$ cat src/rtl/instruction_cache.sv
// Direct-mapped read-only instruction cache: 32-bit hits with no stall, 128-bit
// block refill over the memory busywait handshake, and a synchronous flush.
module instruction_cache #(
  parameter int NUM_SETS = 8,
  parameter int IDX      = $clog2(NUM_SETS),
  parameter int TAG_W    = 32 - 4 - IDX
) (
  input  logic          clock,
  input  logic          reset,
  input  logic          read,
  input  logic [31:0]   address,
  input  logic          flush,
  output logic [31:0]   instruction,
  output logic          busywait,
  output logic          mem_read,
  output logic [27:0]   mem_address,
  input  logic [127:0]  mem_readdata,
  input  logic          mem_busywait
);

  typedef enum logic [1:0] {S_IDLE, S_MEM_READ, S_UPDATE} state_t;

  state_t                r_state;
  logic                  r_mem_read;
  logic [NUM_SETS-1:0]   r_valid;
  logic [TAG_W-1:0]      r_tag  [NUM_SETS];
  logic [127:0]          r_data [NUM_SETS];

  logic [1:0]            w_offset;
  logic [IDX-1:0]        w_index;
  logic [TAG_W-1:0]      w_tag;
  logic [127:0]          w_line;
  logic                  w_hit;
  logic                  w_unused;

  assign w_offset    = address[3:2];
  assign w_index     = address[4+IDX-1:4];
  assign w_tag       = address[31:4+IDX];
  assign w_unused    = ^address[1:0];

  assign w_line      = r_data[w_index];
  assign w_hit       = read & r_valid[w_index] & (r_tag[w_index] == w_tag);
  assign instruction = w_line[32*w_offset +: 32];

  // Outside IDLE the CPU is always stalled; in IDLE only a miss stalls it.
  assign busywait    = (r_state != S_IDLE) | (read & ~w_hit);
  assign mem_read    = r_mem_read;
  assign mem_address = address[31:4];

  always_ff @(posedge clock) begin
    if (reset) begin
      r_state    <= S_IDLE;
      r_mem_read <= 1'b0;
      r_valid    <= '0;
    end else begin
      // Flush first so an UPDATE on the same edge re-validates its own line.
      if (flush) r_valid <= '0;
      case (r_state)
        S_IDLE: begin
          if (read && !w_hit) begin
            r_state    <= S_MEM_READ;
            r_mem_read <= 1'b1;
          end
        end
        S_MEM_READ: begin
          if (!mem_busywait) begin
            r_state    <= S_UPDATE;
            r_mem_read <= 1'b0;
          end
        end
        S_UPDATE: begin
          r_valid[w_index] <= 1'b1;
          r_state          <= S_IDLE;
        end
        default: begin
          r_state    <= S_IDLE;
          r_mem_read <= 1'b0;
        end
      endcase
    end
  end

  // Tag/data arrays carry no reset; the valid bits alone gate their use.
  always_ff @(posedge clock) begin
    if (!reset && r_state == S_UPDATE) begin
      r_data[w_index] <= mem_readdata;
      r_tag[w_index]  <= w_tag;
    end
  end

endmodule

$ cat config.mk
export PLATFORM = sky130hd
export DESIGN_NAME = instruction_cache
export DESIGN_NICKNAME = d
export VERILOG_FILES = /design/src/rtl/instruction_cache.sv
export SDC_FILE = /design/constraint.sdc
export NUM_CORES = 1
export LEC_CHECK = 0
export CAP_MARGIN = 20
export CORE_AREA = 10 10 321 401
export DETAILED_ROUTE_END_ITERATION = 7
export DIE_AREA = 0 0 331 411
export PLACE_DENSITY = 0.58
export SYNTH_ARGS = -nofsm -noshare
export SYNTH_HDL_FRONTEND = slang
export SYNTH_SLANG_ARGS = --single-unit
$ cat constraint.sdc
create_clock -name clock -period 46.7 [get_ports clock]
set_clock_uncertainty 0.15 [all_clocks]
set_input_delay 9.34 -clock clock [delete_from_list [all_inputs] [get_ports clock]]
set_output_delay 9.34 -clock clock [all_outputs]
set_load 0.1 [all_outputs]
==> results.sh <==
export IMPL_min_period_ns=24.26
export IMPL_clockRootBuffer="clkbuf_16"
export IMPL_synth_edf_count=1224
export IMPL_route_detailed_drc=0
export IMPL_die_area_mm2=0.136
export IMPL_p_int_mw=1.84
export IMPL_layout_drive_gt1_share_pct=14.9
export IMPL_grt_overflow=0
export IMPL_power_density_mw_per_mm2=42.3
export IMPL_timing_critical_path_mode_cell="buf_4"
export IMPL_grt_pass1_wl_um=189000
export IMPL_holdPathStages=1
export IMPL_ys_async_sr_fraction_pct=0
export IMPL_synth_distinct_cells=65
export IMPL_grt_use_met2_pct=30.7
export IMPL_crit_chain="buf_8, buf_4, buf_4, and2_2, buf_4, a221o_1, o21ai_0, a211oi_1, a21o_1, clkdlybuf4s50_1"
export IMPL_place_gp_congestion=0.750
export IMPL_n_fill_cell=10200
export IMPL_maxCapViolations=0
export IMPL_cp_arrival_ns=14.77
export IMPL_crit_path_max_incr_delay_ns=1.18
export IMPL_nets=3065
export IMPL_max_freq_ghz=0.0412
export IMPL_crit_slowest_cell="clkdlybuf4s50_1"
export IMPL_die_x_um=331
export IMPL_clk_path_buf_depth=3
export IMPL_r2r_cells=5
export IMPL_synthToLayoutAreaGrowth_pct=16.2
export IMPL_initial_core_util_pct=39.7
export IMPL_synth_nets=2843
export IMPL_cp_end_kind="output port"
export IMPL_cts_buffers_inserted=130
export IMPL_ctsResizeCount=0
export IMPL_p_switching_mw=0.518
export IMPL_cts_sinks=1235
export IMPL_met3_usage_pct=4.69
export IMPL_avgSynthCellArea_um2=17.9
export IMPL_seq_area_frac_synth_pct=77.1
export IMPL_worstMarginPinSlew_ns=1.09
export IMPL_swShare_pct=22.0
export IMPL_coreArea_mm2=0.121
export IMPL_cp_required_ns=37.21
export IMPL_drt_wl_total_um=133000
export IMPL_die_h_um=411
export IMPL_status="finished, final reports clean"
export IMPL_p_total_mw=2.36
export IMPL_ys_dominant_reg_cell="edfxtp_1"
export IMPL_rsz0062_at_grt="no"
export IMPL_critPathLaunchType="input pin"
export IMPL_post_cts_setup_buffers=0
export IMPL_worstSetupPathType="input pin to output port"
export IMPL_worstPathMaxFanout=80
export IMPL_hold_viol_final=0
export IMPL_first_global_vias=27000
export IMPL_vias_per_cell=5.73
export IMPL_drtIter0Drc=2353
export IMPL_hp_class="flip-flop to flip-flop"
export IMPL_met1_usage_pct=25.0
export IMPL_fin_crit_sh_pct=51.9
export IMPL_ir_drop_uv=38.0
export IMPL_seq_power_share_pct=51.8
export IMPL_hold_start="r_valid[0]"
export IMPL_p_comb_share_pct=7.1
export IMPL_grt_total_usage_pct=19.1
export IMPL_num_vias=26400
export IMPL_finalSetupViolCount=0
export IMPL_cts_hold_buf=0
export IMPL_syn_inst=2678
export IMPL_drt_pass1_iter_count=6
export IMPL_leakage_nw=17.8
export IMPL_utilization_pct=46.2
export IMPL_cts_tree="built"
export IMPL_ys_warn_count=0
export IMPL_reg2reg_slack_ns=43.13
export IMPL_ys_ff_latch=1235
export IMPL_rows=143
export IMPL_syn_area_mm2=0.0480
export IMPL_port_buffers=224
export IMPL_ant_nets=0
export IMPL_fin_setup_tns_ns=0
export IMPL_htreeDepth=4
export IMPL_insertion_delay_ns=0.72
export IMPL_gr_max_usage_layer="met2"
export IMPL_r2r_end="r_data[5][25]"
export IMPL_cts_reportedPaths_clkPinSlew_ns=0.06
export IMPL_grt_max_degree=115
export IMPL_slew_viol_final=0
export IMPL_antenna_found_initial=39
export IMPL_worstHoldEndpoint="r_valid[0]"
export IMPL_ioPinCount=227
export IMPL_clockPowerShare_pct=41.1
export IMPL_wl_per_cell_um=28.9
export IMPL_slew_headroom_pct=26.6
export IMPL_r2r_start="r_state[0]"
export IMPL_dp_hpwl_um=72700
-- power by group through the flow --
| stage | Clock [mW] | Combinational, mW | Sequential (mW) |
|---|---|---|---|
| after floorplan | 0 | 0.0994 | 1.25 |
| after global placement | 0 | 0.164 | 1.24 |
| after detailed placement | 0 | 0.167 | 1.24 |
| after CTS | 0.988 | 0.168 | 1.22 |
| after global routing | 1.03 | 0.176 | 1.22 |
| final | 0.970 | 0.167 | 1.22 |
-- cell usage in the layout, fill, tap and decap left out, drive strengths merged, types with 14 or more instances in the layout --
cell	count
edfxtp	1224
a22o	14
o211ai	23
a22oi	55
a221o	19
nor2	117
o21ai	132
nand2	135
clkbuf	170
mux2i	156
nor3	24
mux2	88
a21oi	123
clkinv	40
a21o	14
nand3	35
a221oi	64
o22ai	24
diode	16
clkdlybuf4s50	218
buf	68
mux4	88
-- cell families (layout without fill, tap and decap cells) --
family	after synthesis	after routing	share of synthesized area, %
buffers and inverters	201	513	2.36
flip-flops	1235	1235	77.1
multiplexers	332	332	9.46
AND/OR/NAND/NOR	356	356	3.36
AO/OA/AOI/OAI	546	546	7.61
other	0	16	0
XOR/XNOR	8	8	0.146
-- area by class of cell --
type | count | area (um^2) | area share, %
diodes | 16 | 40.0 | 0.0718
inverters | 5 | 21.3 | 0.0381
well taps | 1595 | 2000 | 3.58
multi-input cells | 1242 | 9980 | 17.9
flip-flops and latches | 1235 | 37000 | 66.3
clock inverters | 52 | 399 | 0.716
repair buffers | 286 | 2780 | 4.98
clock buffers | 170 | 3570 | 6.41
-- sequential cells by signal, indices dropped and copies added, names as in the netlist --
register  cells
mem_read      1
r_data     1024
r_tag       200
r_state       2
r_valid       8
-- critical path, delay by kind of cell --
family	cells	cell delay [ns]
buf+inv	5	3.60
compound gates	4	1.49
simple gates	1	0.25
-- per-stage QoR --
| stage | hold slack (ns) | std cells | cell area (um^2) | setup WS, ns |
|---|---|---|---|---|
| floorplan | 0.271 | 2678 | 48000 | 23.50 |
| global placement | 0.278 | 4362 | 51700 | 22.47 |
| detailed placement | 0.295 | 4363 | 51700 | 22.42 |
| CTS | 0.309 | 4585 | 55700 | 22.42 |
| global route | 0.330 | 4593 | 55700 | 22.34 |
| finish | 0.310 | 4601 | 55800 | 22.44 |
-- synth_stat cells (11+ instances only) --
library cell	n	share of area, %
buf_6	13	0.31
a211oi_1	13	0.20
dfxtp_1	11	0.46
a221oi_1	64	1.2
a21oi_1	123	1.3
a21o_1	14	0.22
clkbuf_1	57	0.45
mux2i_1	156	3.3
mux4_2	87	4.1
o221ai_1	12	0.22
nor3_1	22	0.23
edfxtp_1	1224	77
a22oi_1	54	0.84
a22o_1	14	0.26
mux2_2	88	2.1
o22ai_1	24	0.31
nor2_1	113	0.88
nand2_1	134	1.0
buf_1	11	0.086
o21ai_0	129	1.3
buf_2	60	0.63
buf_4	54	0.84
nand3_1	35	0.37
o211ai_1	23	0.36
a221o_1	19	0.40
-- per-layer routing --
layer,vias up,wire (um)
met1,13800,54300
met5,-,170
met3,244,10100
met4,26,4030
li1,11300,-
met2,1038,64400
-- worst max-delay path by stage --
stage / start / endpoint / slack, ns / depth (start not counted)
2_1_floorplan: address[6] / instruction[23] / 23.50 / 8
3_3_place_gp: address[6] / instruction[3] / 22.47 / 10
3_5_place_dp: address[6] / instruction[3] / 22.42 / 10
4_1_cts: address[6] / instruction[3] / 22.42 / 10
5_1_grt: address[6] / instruction[3] / 22.34 / 10
6_report: address[6] / instruction[3] / 22.44 / 10
Note: power is estimated with default switching activity, not from simulation.
